==> config.mk <==
export PLATFORM = sky130hd
export DESIGN_NAME = alu_sched_flat
export DESIGN_NICKNAME = d
export VERILOG_FILES = /design/src/rtl/alu_sched_pkg.sv /design/src/rtl/alu_sched_if.sv /design/src/rtl/alu_sched_rr_arbiter.sv /design/src/rtl/alu_sched.sv /design/src/flat_wrapper.sv
export SDC_FILE = /design/constraint.sdc
export NUM_CORES = 1
export LEC_CHECK = 0
export ABC_AREA = 1
export CORE_AREA = 2 2 110 112
export CTS_CLUSTER_SIZE = 16
export DETAILED_ROUTE_END_ITERATION = 6
export DIE_AREA = 0 0 112 114
export PLACE_DENSITY = 0.89
export SLEW_MARGIN = 20
export SYNTH_ARGS = -nofsm -noshare
export SYNTH_HDL_FRONTEND = slang
export SYNTH_SLANG_ARGS = --single-unit
export TNS_END_PERCENT = 30
==> constraint.sdc <==
create_clock -name clk -period 2.7 [get_ports clk]
set_input_delay 0.27 -clock clk [delete_from_list [all_inputs] [get_ports clk]]
set_output_delay 0.27 -clock clk [all_outputs]
set_load 0.005 [all_outputs]
==> src/rtl/alu_sched_pkg.sv <==
`default_nettype none
// ============================================================================
// Module      : alu_sched_pkg
// Description : Shared ALU op codes and scheduler state encoding.
// Revision    : 1.0 - initial release
// ============================================================================
package alu_sched_pkg;

    // ALU op codes; codes 3'b101..3'b111 are unused and yield SUM=0
    localparam logic [2:0] ALU_ADD = 3'b000;
    localparam logic [2:0] ALU_SUB = 3'b001;
    localparam logic [2:0] ALU_AND = 3'b010;
    localparam logic [2:0] ALU_OR  = 3'b011;
    localparam logic [2:0] ALU_XOR = 3'b100;

    typedef enum logic [1:0] {
        S_IDLE = 2'd0,
        S_EXEC = 2'd1,
        S_RESP = 2'd2
    } sched_state_t;

endpackage
`default_nettype wire

==> src/rtl/alu_sched_if.sv <==
`default_nettype none
// ============================================================================
// Module      : alu_sched_if
// Description : Request/response and ALU-side signal bundle of alu_sched.
//               slave  = scheduler view, master = requesters + ALU view.
// Revision    : 1.0 - initial release
// ============================================================================
interface alu_sched_if #(
    parameter int DATA_WIDTH = 32,
    parameter int NUM_REQ    = 2
);
    logic [NUM_REQ-1:0]            req_valid;
    logic [NUM_REQ-1:0]            req_ready;
    logic [NUM_REQ*3-1:0]          req_ctrl;
    logic [NUM_REQ*DATA_WIDTH-1:0] req_op1;
    logic [NUM_REQ*DATA_WIDTH-1:0] req_op2;
    logic [NUM_REQ-1:0]            rsp_valid;
    logic [NUM_REQ-1:0]            rsp_ready;
    logic [DATA_WIDTH-1:0]         rsp_sum;
    logic                          rsp_eq;
    logic [2:0]                    alu_ctrl;
    logic [DATA_WIDTH-1:0]         alu_op1;
    logic [DATA_WIDTH-1:0]         alu_op2;
    logic [DATA_WIDTH-1:0]         alu_sum;
    logic                          alu_eq;

    modport slave (
        input  req_valid, req_ctrl, req_op1, req_op2, rsp_ready, alu_sum, alu_eq,
        output req_ready, rsp_valid, rsp_sum, rsp_eq, alu_ctrl, alu_op1, alu_op2
    );

    modport master (
        output req_valid, req_ctrl, req_op1, req_op2, rsp_ready, alu_sum, alu_eq,
        input  req_ready, rsp_valid, rsp_sum, rsp_eq, alu_ctrl, alu_op1, alu_op2
    );
endinterface
`default_nettype wire

==> src/rtl/alu_sched_rr_arbiter.sv <==
`default_nettype none
// ============================================================================
// Module      : alu_sched_rr_arbiter
// Description : Combinational request arbiter. With ALU_SCHED_RR_EN defined the
//               search starts at the round-robin pointer; otherwise the lowest
//               requesting index wins and no pointer input exists.
// Revision    : 1.0 - initial release
// ============================================================================
module alu_sched_rr_arbiter #(
    parameter  int NUM_REQ = 2,
    localparam int IDW     = $clog2(NUM_REQ)
) (
    input  wire logic [NUM_REQ-1:0] req,
`ifdef ALU_SCHED_RR_EN
    input  wire logic [IDW-1:0]     ptr,
`endif
    output logic      [NUM_REQ-1:0] grant,
    output logic      [IDW-1:0]     idx
);

    logic w_found;
    int   w_j;

    // First requester found in search order gets the one-hot grant
    always_comb begin
        grant   = '0;
        idx     = '0;
        w_found = 1'b0;
        w_j     = 0;
        for (int i = 0; i < NUM_REQ; i++) begin
`ifdef ALU_SCHED_RR_EN
            w_j = int'(ptr) + i;
            if (w_j >= NUM_REQ) w_j = w_j - NUM_REQ;
`else
            w_j = i;
`endif
            if (!w_found && req[w_j]) begin
                w_found    = 1'b1;
                grant[w_j] = 1'b1;
                idx        = IDW'(w_j);
            end
        end
    end

endmodule
`default_nettype wire

==> src/rtl/alu_sched.sv <==
`default_nettype none
// ============================================================================
// Module      : alu_sched
// Description : Shares one combinational ALU between NUM_REQ requesters.
//               IDLE -> EXEC -> RESP -> IDLE; operands are latched on accept,
//               the ALU result is captured in EXEC and returned in RESP.
//               Macro ALU_SCHED_RR_EN selects round-robin arbitration
//               (undefined: fixed priority, lowest index wins).
// Revision    : 1.0 - initial release
// ============================================================================
module alu_sched
    import alu_sched_pkg::*;
#(
    parameter int DATA_WIDTH = 32,
    parameter int NUM_REQ    = 2
) (
    input  wire logic   clk,
    input  wire logic   rst,
    alu_sched_if.slave  bus
);

    localparam int IDW = $clog2(NUM_REQ);

    sched_state_t          r_state;
    logic [IDW-1:0]        r_gid;
    logic [2:0]            r_ctrl;
    logic [DATA_WIDTH-1:0] r_op1;
    logic [DATA_WIDTH-1:0] r_op2;
    logic [DATA_WIDTH-1:0] r_sum;
    logic                  r_eq;
    logic [NUM_REQ-1:0]    r_rsp_valid;
    logic [NUM_REQ-1:0]    w_grant;
    logic [IDW-1:0]        w_idx;
    logic                  w_accept;

`ifdef ALU_SCHED_RR_EN
    logic [IDW-1:0]        r_ptr;
`endif

    alu_sched_rr_arbiter #(
        .NUM_REQ (NUM_REQ)
    ) u_arb (
        .req   (bus.req_valid),
`ifdef ALU_SCHED_RR_EN
        .ptr   (r_ptr),
`endif
        .grant (w_grant),
        .idx   (w_idx)
    );

    // Only IDLE accepts; the grant is only non-zero when some requester is valid
    assign w_accept      = (r_state == S_IDLE) && (w_grant != '0) && !rst;
    assign bus.req_ready = w_accept ? w_grant : '0;

    assign bus.alu_ctrl  = r_ctrl;
    assign bus.alu_op1   = r_op1;
    assign bus.alu_op2   = r_op2;
    assign bus.rsp_sum   = r_sum;
    assign bus.rsp_eq    = r_eq;
    assign bus.rsp_valid = r_rsp_valid;

    // Scheduler FSM: latch request, capture ALU result, hold response until accepted
    always_ff @(posedge clk) begin
        if (rst) begin
            r_state     <= S_IDLE;
            r_gid       <= '0;
            r_ctrl      <= '0;
            r_op1       <= '0;
            r_op2       <= '0;
            r_sum       <= '0;
            r_eq        <= 1'b0;
            r_rsp_valid <= '0;
`ifdef ALU_SCHED_RR_EN
            r_ptr       <= '0;
`endif
        end else begin
            case (r_state)
                S_IDLE: begin
                    if (w_accept) begin
                        r_ctrl  <= bus.req_ctrl[3*w_idx +: 3];
                        r_op1   <= bus.req_op1[DATA_WIDTH*w_idx +: DATA_WIDTH];
                        r_op2   <= bus.req_op2[DATA_WIDTH*w_idx +: DATA_WIDTH];
                        r_gid   <= w_idx;
`ifdef ALU_SCHED_RR_EN
                        r_ptr   <= (w_idx == IDW'(NUM_REQ-1)) ? '0 : w_idx + IDW'(1);
`endif
                        r_state <= S_EXEC;
                    end
                end
                S_EXEC: begin
                    r_sum              <= bus.alu_sum;
                    r_eq               <= bus.alu_eq;
                    r_rsp_valid        <= '0;
                    r_rsp_valid[r_gid] <= 1'b1;
                    r_state            <= S_RESP;
                end
                S_RESP: begin
                    if (bus.rsp_ready[r_gid]) begin
                        r_rsp_valid <= '0;
                        r_state     <= S_IDLE;
                    end
                end
                default: begin
                    r_rsp_valid <= '0;
                    r_state     <= S_IDLE;
                end
            endcase
        end
    end

endmodule
`default_nettype wire

==> src/flat_wrapper.sv <==
// flat-port wrapper written by rule: the top's interface ports become plain ports
module alu_sched_flat import alu_sched_pkg::*;
#(
    parameter int DATA_WIDTH = 32,
    parameter int NUM_REQ    = 2
)
  (clk, rst, bus_req_valid, bus_req_ctrl, bus_req_op1, bus_req_op2, bus_rsp_ready, bus_alu_sum, bus_alu_eq, bus_req_ready, bus_rsp_valid, bus_rsp_sum, bus_rsp_eq, bus_alu_ctrl, bus_alu_op1, bus_alu_op2);
  alu_sched_if #(.DATA_WIDTH(DATA_WIDTH), .NUM_REQ(NUM_REQ)) bus_i ();
  input  wire logic clk;
  input  wire logic rst;
  input wire logic [$bits(bus_i.req_valid)-1:0] bus_req_valid;
  input wire logic [$bits(bus_i.req_ctrl)-1:0] bus_req_ctrl;
  input wire logic [$bits(bus_i.req_op1)-1:0] bus_req_op1;
  input wire logic [$bits(bus_i.req_op2)-1:0] bus_req_op2;
  input wire logic [$bits(bus_i.rsp_ready)-1:0] bus_rsp_ready;
  input wire logic [$bits(bus_i.alu_sum)-1:0] bus_alu_sum;
  input wire logic [$bits(bus_i.alu_eq)-1:0] bus_alu_eq;
  output wire logic [$bits(bus_i.req_ready)-1:0] bus_req_ready;
  output wire logic [$bits(bus_i.rsp_valid)-1:0] bus_rsp_valid;
  output wire logic [$bits(bus_i.rsp_sum)-1:0] bus_rsp_sum;
  output wire logic [$bits(bus_i.rsp_eq)-1:0] bus_rsp_eq;
  output wire logic [$bits(bus_i.alu_ctrl)-1:0] bus_alu_ctrl;
  output wire logic [$bits(bus_i.alu_op1)-1:0] bus_alu_op1;
  output wire logic [$bits(bus_i.alu_op2)-1:0] bus_alu_op2;
  assign bus_i.req_valid = bus_req_valid;
  assign bus_i.req_ctrl = bus_req_ctrl;
  assign bus_i.req_op1 = bus_req_op1;
  assign bus_i.req_op2 = bus_req_op2;
  assign bus_i.rsp_ready = bus_rsp_ready;
  assign bus_i.alu_sum = bus_alu_sum;
  assign bus_i.alu_eq = bus_alu_eq;
  assign bus_req_ready = bus_i.req_ready;
  assign bus_rsp_valid = bus_i.rsp_valid;
  assign bus_rsp_sum = bus_i.rsp_sum;
  assign bus_rsp_eq = bus_i.rsp_eq;
  assign bus_alu_ctrl = bus_i.alu_ctrl;
  assign bus_alu_op1 = bus_i.alu_op1;
  assign bus_alu_op2 = bus_i.alu_op2;
  alu_sched #(.DATA_WIDTH(DATA_WIDTH), .NUM_REQ(NUM_REQ)) u_core (.clk(clk), .rst(rst), .bus(bus_i));
endmodule
==> results.toml, run 1 <==
[run_status]
outcome = "finished clean"

[worst_setup_path]
endpoint_kind = "primary output"
startpoint_type = "flop"
crit_arrival_ns = 1.85
worst_path_maximum_fanout = 4
critPathKind = "reg -> out"
worst_path_max_delay_cell = "sky130_fd_sc_hd__clkdlybuf4s50_1"
worst_path_largest_cell_delay_ns = 0.51
r2r_setup_slack_ns = 0.93
crit_chain = "nor2_2, o21ai_4, nor2_4, nand3_1, inv_1, clkdlybuf4s50_1"
critical_path_required_ns = 2.43

[route]
drcViolationCount = 0
wl_met3_um = 1477
drt_first_pass_iters = 6
postRouteAntennaNets = 0
met2RoutedLength_um = 7209
vias_per_cell = 4.951
routed-via-count = 5322
wirelength_met1_um = 5962
drt-total-wl_um = 15180
top_layer_used = "met4"
detail_routed_net_length_per_standard_cell_um = 14.12
initial_drc_count = 375

[grt]
grt_overflow = 0
maximum_number_of_pins_on_one_net_before_global_route_repair = 69
all_layer_global_routing_usage_pct = 23.59
grt_pass1_vias = 5040
first_pass_grt_wire_length_um = 24530
antenna_found_initial = 0

[sta]
fin_skew_ns = 0.005806
slew_viol_final = 0
period_share_pct = 78.55
final-setup-viol-count = 0
grt_setup_unrepaired = "false"
final_total_negative_setup_slack_ns = 0
timing.fmax_mhz = 471.5
final.min_clock_period_ns = 2.121
slew_headroom_pct = 52.11
hold_viol = 0
worst_slew_pin_slew_ns = 0.7183

[cells_and_area]
final_common_cell = "sky130_fd_sc_hd__clkdlybuf4s50_1"
layout.cells.most_common_list = "275 x sky130_fd_sc_hd__clkdlybuf4s50_1, 259 x sky130_fd_sc_hd__nand2_1, 128 x sky130_fd_sc_hd__nand3_1"
antenna_cells_inserted = 0
area_taken_by_multi_input_logic_gates_um2 = 2157
ff_latch_area_um2 = 2102
finish.net_count = 1096
area_delta_synth_final_pct = 68.39
final_core_utilization_pct = 65.45
ratio_of_cells_with_drive_above_1_in_the_final_layout_pct = 3.556
fillerInstances = 1020

[synthesis]
synth_warnings = 0
synth_seq_cells = 105
netlist-cell-type-count = 17
avgSynthCellArea_um2 = 6.724
part_of_the_yosys_area_used_for_sequential_elements_pct = 46.18
synth_nets = 850
synth.cell_area_um2 = 4552
netlist_instances = 677

[job]
drv.max_cap_violation_count = 0

[clock_network]
ctsResizeCount = 0
cts_num_sinks = 105
ctsRootBufferMaster = "sky130_fd_sc_hd__clkbuf_16"
postCtsSetupRepairBufs = 0
tritoncts.num_buffers = 9
cts_tree = "done"
maximum_level_of_the_cts_h_tree = 3
cts.reportedPaths.clkPinSlew_ns = 0.07
clock_latency_ns = 0.33
hold_buffers = 0
clock_tree.buffer_depth = 2

[floorplan]
die_height_um = 114
core_um2 = 11710
effective_utilization_at_floorplan_pct = 38.87
ios = 277
dieArea_um2 = 12770
floorplan.rows = 40
die_width_um = 112

[placed_design]
place.gp.congestion = 0.8356
post-dp-hpwl_um = 11160
port-buffer-count = 276

[pwr]
power_density_normalized_to_cell_area_nw_per_um2 = 539.2
power.leakage_nw = 3.454
vdd_ir_drop_max_mv = 0.2865

[worst_hold_path]
timing.hold.worst.class = "reg -> reg"
[where the power goes]
group | internal, mW | total [mW] | switching (mW)
clock network | 0.744 | 1.31 | 0.568
registers | 1.70 | 1.78 | 0.0780
logic | 0.598 | 1.04 | 0.441
total | 3.05 | 4.13 | 1.09
[per-stage QoR]
| step | hold WS [ns] | instances | total power, mW | setup slack [ns] | cell area, um2 |
|---|---|---|---|---|---|
| floorplan | 0.3391 | 677 | 2.205 | 1.444 | 4552 |
| global route | 0.4891 | 1075 | 4.346 | 0.4201 | 7665 |
| detailed placement | 0.4603 | 1059 | 2.859 | 0.6182 | 7368 |
| finish | 0.4681 | 1075 | 4.133 | 0.5791 | 7665 |
| CTS | 0.4604 | 1075 | 4.168 | 0.5212 | 7665 |
| global placement | 0.4494 | 1059 | 2.839 | 0.6264 | 7368 |
[cells by family (layout without fill, tap and decap cells)]
logic type,Yosys count,in the layout,synth area share (%)
DFF,105,105,46.18
AOI/OAI and AO/OA,46,46,5.800
buffers and inverters,68,319,6.487
and+or+nand+nor,458,458,41.53
[synth_stat cells, drive strengths merged]
library cell | instances | area share, %
buf | 22 | 2.7
nor2 | 69 | 5.9
o211ai | 9 | 1.5
clkinv | 1 | 0.082
clkbuf | 30 | 2.5
dfxtp | 105 | 46
inv | 15 | 1.2
nor3 | 1 | 0.11
o21ai | 34 | 4.0
nand3 | 128 | 14
a21oi | 3 | 0.33
nand2 | 260 | 21
[flip-flops by register name, indices dropped and copies added (netlist names)]
signal and cells:
u_core.r_state 2, u_core.bus.rsp_eq 1, u_core.bus.rsp_valid 2, u_core.bus.alu_ctrl 3
u_core.bus.alu_op2 32, u_core.r_gid 1, u_core.bus.rsp_sum 32, u_core.bus.alu_op1 32
[worst max-delay path, delay by kind of cell, from the launching register on]
kind	cells	cell delay, ns
AO/OA/AOI/OAI	1	0.15
flip-flops	1	0.32
AND/OR/NAND/NOR	3	0.45
buffers and inverters	2	0.60
[path summary, 6_finish.rpt]
kind,start,to,depth (start not counted)
max reg2reg,u_core.r_state[1]$_SDFFE_PP0P_,u_core.bus.alu_op2[2]$_SDFFE_PP0P_,6
min,u_core.bus.alu_op1[9]$_SDFFE_PP0P_,u_core.bus.alu_op1[9]$_SDFFE_PP0P_,2
min reg2reg,u_core.bus.alu_op1[9]$_SDFFE_PP0P_,u_core.bus.alu_op1[9]$_SDFFE_PP0P_,2
max,u_core.r_state[1]$_SDFFE_PP0P_,bus_req_ready[1],6
[layout make-up]
type | count | area share, %
Sequential cell | 105 | 27.42
Inverter | 16 | 0.7835
Multi-Input combinational cell | 504 | 28.14
Timing Repair Buffer | 287 | 37.38
Clock buffer | 11 | 3.167
Clock inverter | 5 | 0.7019
Tap cell | 147 | 2.400
[metal layers]
metal,vias up,GRT usage [%]
met5,-,0
met4,0,10.57
met3,38,8.555
met2,244,39.96
met1,2388,26.84
li1,2652,-
Power figures use the tool's default switching activity.
==> inputs of run 2 (changes only) <==
--- a/config.mk
+++ b/config.mk
@@ -6,11 +6,11 @@
 export NUM_CORES = 1
 export LEC_CHECK = 0
 export ABC_AREA = 1
-export CORE_AREA = 2 2 110 112
+export CORE_AREA = 2 2 114 116
 export CTS_CLUSTER_SIZE = 16
 export DETAILED_ROUTE_END_ITERATION = 6
-export DIE_AREA = 0 0 112 114
-export PLACE_DENSITY = 0.89
+export DIE_AREA = 0 0 116 118
+export PLACE_DENSITY = 0.84
 export SLEW_MARGIN = 20
 export SYNTH_ARGS = -nofsm -noshare
 export SYNTH_HDL_FRONTEND = slang
==> constraint.sdc (replaced) <==
create_clock -name clk -period 1.99 [get_ports clk]
set_input_delay 0.199 -clock clk [delete_from_list [all_inputs] [get_ports clk]]
set_output_delay 0.199 -clock clk [all_outputs]
set_load 0.005 [all_outputs]
==> results.toml, run 2 (synthesized netlist as in run 1, its figures left out) <==
[grt]
all_layer_global_routing_usage_pct = 21.12
first_pass_grt_wire_length_um = 23050
antenna_found_initial = 0
maximum_number_of_pins_on_one_net_before_global_route_repair = 69
grt_overflow = 0
grt_pass1_vias = 4737

[sta]
period_share_pct = 94.83
final-setup-viol-count = 0
worst_slew_pin_slew_ns = 0.7124
final_total_negative_setup_slack_ns = 0
slew_headroom_pct = 52.51
slew_viol_final = 0
hold_viol = 0
timing.fmax_mhz = 529.9
finalHoldWorstSlack_ns = 0.3896
grt_setup_unrepaired = "false"
fin_skew_ns = 0.004611
final.min_clock_period_ns = 1.887

[clock_network]
tritoncts.num_buffers = 9
cts_num_sinks = 105
cts_tree = "done"
cts.reportedPaths.clkPinSlew_ns = 0.07
maximum_level_of_the_cts_h_tree = 3
ctsRootBufferMaster = "sky130_fd_sc_hd__clkbuf_16"
clock_latency_ns = 0.34
clock_tree.buffer_depth = 2
hold_buffers = 0

[worst_setup_path]
endpoint_kind = "primary output"
worstPathBufferInverterCount = 2
startpoint_type = "flop"
worst_path_maximum_fanout = 3
critical_path_required_ns = 1.79
crit_arrival_ns = 1.69
crit_chain = "nor2_4, o21ai_4, nor2_4, nand3_2, inv_1, clkdlybuf4s50_1"
worst_path_largest_cell_delay_ns = 0.49
critical-path-top-cell-by-count = "sky130_fd_sc_hd__nor2_4"
cell_family_with_most_cp_delay = "buffers and inverters"
worst_path_max_delay_cell = "sky130_fd_sc_hd__clkdlybuf4s50_1"
critPathKind = "reg -> out"

[job]
drv.max_cap_violation_count = 0

[placed_design]
place.gp.congestion = 0.8571
post-dp-hpwl_um = 10760
port-buffer-count = 276

[pwr]
power.leakage_nw = 3.519
vdd_ir_drop_max_mv = 0.4640
power_density_normalized_to_cell_area_nw_per_um2 = 767.5

[worst_hold_path]
timing.hold.worst.class = "in -> reg"

[floorplan]
die_height_um = 118
effective_utilization_at_floorplan_pct = 36.67
floorplan.rows = 41
die_width_um = 116
ios = 277
dieArea_um2 = 13690
core_um2 = 12410

[route]
vias_per_cell = 4.724
drcViolationCount = 0
routed-via-count = 5215
drt_first_pass_iters = 5
drt-total-wl_um = 14750
detail_routed_net_length_per_standard_cell_um = 13.36
initial_drc_count = 287
postRouteAntennaNets = 0

[cells_and_area]
final_common_cell = "sky130_fd_sc_hd__clkdlybuf4s50_1"
layout.cells.most_common_list = "275 x sky130_fd_sc_hd__clkdlybuf4s50_1, 259 x sky130_fd_sc_hd__nand2_1, 127 x sky130_fd_sc_hd__nand3_1"
area_delta_synth_final_pct = 72.32
finish.net_count = 1100
ratio_of_cells_with_drive_above_1_in_the_final_layout_pct = 4.292
antenna_cells_inserted = 0

[run_status]
outcome = "finished clean"
## run 2: cell types whose count changed in the layout (fill, tap and decap cells not counted), moves of 2 or more
cell                        delta
sky130_fd_sc_hd__bufinv_16     +3
sky130_fd_sc_hd__buf_4         +2
sky130_fd_sc_hd__clkinv_2      -2
sky130_fd_sc_hd__buf_12        +2
## run 2: final cells by class
| class | count | area, um2 |
|---|---|---|
| clock buffer | 11 | 252.7 |
| clock inverter | 5 | 125.1 |
| fill | 1092 | 4571 |
| inverter | 16 | 60.06 |
| multi-input combinational | 504 | 2167 |
| sequential | 105 | 2103 |
| tap | 172 | 215.2 |
| timing repair buffer | 291 | 2920 |
## run 2: layer usage
| layer | global-route usage [%] | up-vias | part of all wire (%) |
|---|---|---|---|
| li1 | - | 2666 | - |
| met1 | 24.76 | 2276 | 40 |
| met2 | 35.20 | 245 | 47 |
| met3 | 7.158 | 28 | 10 |
| met4 | 8.110 | 0 | 2.3 |
| met5 | 0 | - | 0 |
## run 2: final timing paths
kind / cells after the start / end / slack [ns] / start
hold / removal: 4 / u_core.r_gid$_SDFFE_PP0P_ / 0.39 / bus_req_valid[1]
setup reg to reg: 5 / u_core.bus.alu_op1[28]$_SDFFE_PP0P_ / 0.52 / u_core.r_state[1]$_SDFFE_PP0P_
hold reg to reg: 2 / u_core.bus.alu_ctrl[0]$_SDFFE_PP0P_ / 0.47 / u_core.bus.alu_ctrl[0]$_SDFFE_PP0P_
setup / recovery: 6 / bus_req_ready[1] / 0.10 / u_core.r_state[0]$_SDFFE_PP0P_
## run 2: power breakdown
part | internal, mW | switching [mW]
Clock | 1.42 | 0.769
Combinational | 0.823 | 0.589
Sequential | 2.31 | 0.105
Total | 4.56 | 1.46
## run 2: worst register-to-register path: stages (launching register included)
cell and delay, ns:
sky130_fd_sc_hd__dfxtp_1 0.37, sky130_fd_sc_hd__nor2_4 0.06, sky130_fd_sc_hd__o21ai_4 0.08, sky130_fd_sc_hd__buf_4 0.60, sky130_fd_sc_hd__nand3_1 0.20, sky130_fd_sc_hd__nand2_1 0.11
## run 2: through the flow
stage               worst slack (ns)  total power, mW  cells  cell area (um2)  util [%]
floorplan                     0.8049            2.991    677             4552         -
global placement              0.1327            3.864   1088             7455     60.05
detailed placement            0.1416            3.882   1088             7455     60.05
CTS                         0.001878            6.082   1104             7833     63.09
global route                0.007296            6.320   1104             7844     63.18
finish                        0.1028            6.020   1104             7844     63.18
## run 2: repair_timing
| action | 4_1_cts | 5_1_grt |
|---|---|---|
| endpoints found under the setup margin | 0 | 1 |
| gates resized for setup | 0 | 3 |
| buffers inserted | 0 | 0 |
==> inputs of run 3 (changes only) <==
==> constraint.sdc (replaced) <==
create_clock -name clk -period 1.99 [get_ports clk]
set_input_delay 0.2985 -clock clk [delete_from_list [all_inputs] [get_ports clk]]
set_output_delay 0.2985 -clock clk [all_outputs]
set_load 0.005 [all_outputs]
==> results.toml, run 3 (synthesized netlist as in run 1, its figures left out) <==
[grt]
all_layer_global_routing_usage_pct = 22.05
grt_overflow = 0
maximum_number_of_pins_on_one_net_before_global_route_repair = 69
antenna_found_initial = 0
first_pass_grt_wire_length_um = 23880
grt_pass1_vias = 4881

[clock_network]
cts_num_sinks = 105
maximum_level_of_the_cts_h_tree = 3
cts_tree = "done"
clock_tree.buffer_depth = 2
ctsRootBufferMaster = "sky130_fd_sc_hd__clkbuf_16"
cts.reportedPaths.clkPinSlew_ns = 0.07
tritoncts.num_buffers = 9
postCtsSetupRepairBufs = 0
clock_latency_ns = 0.35

[route]
drt_first_pass_iters = 4
postRouteAntennaNets = 0
drt-total-wl_um = 15180
routed-via-count = 5205
vias_per_cell = 4.710
initial_drc_count = 311
drcViolationCount = 0
detail_routed_net_length_per_standard_cell_um = 13.74

[pwr]
power_density_normalized_to_cell_area_nw_per_um2 = 762.4
vdd_ir_drop_max_mv = 0.3497
power.leakage_nw = 3.519
total_power_mw = 5.976

[cells_and_area]
finish.net_count = 1101
final_common_cell = "sky130_fd_sc_hd__clkdlybuf4s50_1"
antenna_cells_inserted = 0
layout.cells.most_common_list = "273 x sky130_fd_sc_hd__clkdlybuf4s50_1, 259 x sky130_fd_sc_hd__nand2_1, 128 x sky130_fd_sc_hd__nand3_1"
area_delta_synth_final_pct = 72.21
ratio_of_cells_with_drive_above_1_in_the_final_layout_pct = 4.073
final_core_utilization_pct = 63.14
fillerInstances = 1159

[sta]
slew_headroom_pct = 50.62
worst_slew_pin_slew_ns = 0.7407
hold_viol = 0
final-setup-viol-count = 0
grt_setup_unrepaired = "false"
final.min_clock_period_ns = 1.923
period_share_pct = 96.63
fin_skew_ns = 0.01159
finalHoldWorstSlack_ns = 0.3152
slew_viol_final = 0
final_total_negative_setup_slack_ns = 0
timing.fmax_mhz = 520.0

[worst_setup_path]
worst_path_maximum_fanout = 3
worst_path_max_delay_cell = "sky130_fd_sc_hd__clkdlybuf4s50_1"
critical_path_required_ns = 1.69
worstPathBufferInverterCount = 1
cell_family_with_most_cp_delay = "buffers and inverters"
crit_arrival_ns = 1.62
worst_path_largest_cell_delay_ns = 0.54
endpoint_kind = "primary output"
crit_chain = "nor2_4, o21ai_4, nor3_1, clkdlybuf4s50_1"
critPathKind = "reg -> out"
startpoint_type = "flop"

[floorplan]
die_height_um = 118
dieArea_um2 = 13690
effective_utilization_at_floorplan_pct = 36.67
ios = 277
floorplan.rows = 41
core_um2 = 12410
die_width_um = 116

[run_status]
outcome = "finished clean"

[job]
drv.max_cap_violation_count = 0

[placed_design]
post-dp-hpwl_um = 11030
port-buffer-count = 276
place.gp.congestion = 0.8364

[worst_hold_path]
timing.hold.worst.class = "in -> reg"
-- run 3: cell types whose count changed in the layout (fill, tap and decap cells not counted), sizes merged --
cell and change:
buf +1, clkinv -1, clkdlybuf4s50 -2, dlygate4sd2 +2, clkinvlp +1
-- run 3: metrics by stage --
stage	worst slack, ns	instance area (um2)	std cells
4_1_cts	0.03615	7839	1105
6_report	0.06698	7839	1105
2_1_floorplan	0.6817	4552	677
3_5_place_dp	-0.03397	7475	1089
5_1_grt	0.03035	7839	1105
3_3_place_gp	-0.03190	7475	1089
-- run 3: path summary, 6_finish.rpt --
path                                        start                                    to  slack (ns)  depth (start not counted)
min reg2reg  u_core.bus.rsp_valid[0]$_SDFFE_PP0P_  u_core.bus.rsp_valid[0]$_SDFFE_PP0P_        0.47                          2
max reg2reg        u_core.r_state[1]$_SDFFE_PP0P_    u_core.bus.alu_op2[9]$_SDFFE_PP0P_        0.49                          5
min                              bus_req_valid[1]             u_core.r_gid$_SDFFE_PP0P_        0.32                          3
max                u_core.r_state[0]$_SDFFE_PP0P_                      bus_req_ready[0]        0.07                          4
-- run 3: layout make-up --
cell class	instances	area, um2	share of cell area, %
multi-input cells	504	2162	27.58
clock inverters	5	127.6	1.628
well taps	172	215.2	2.745
clock buffers	11	232.7	2.969
inverters	16	60.06	0.7662
flip-flops and latches	105	2103	26.83
repair buffers	292	2938	37.48
-- run 3: tightest hold or removal path, delay by kind of cell --
kind	cells	cell delay, ns
buf+inv	1	0.14
simple gates	2	0.17
-- run 3: what timing repair did --
action                     CTS  global route
hold buffers                 0             0
gates resized for setup      4             0
setup endpoints to repair    2             0
-- run 3: power breakdown --
| group | total, mW | switching [mW] | internal [mW] |
|---|---|---|---|
| logic | 1.43 | 0.599 | 0.828 |
| registers | 2.42 | 0.106 | 2.31 |
| clock network | 2.13 | 0.773 | 1.36 |
-- run 3: routing by layer --
metal | wire length (um) | GRT usage [%]
met1 | 6059 | 24.95
met2 | 7302 | 37.98
met3 | 1518 | 7.261
met4 | 302 | 8.408
met5 | 0 | 0
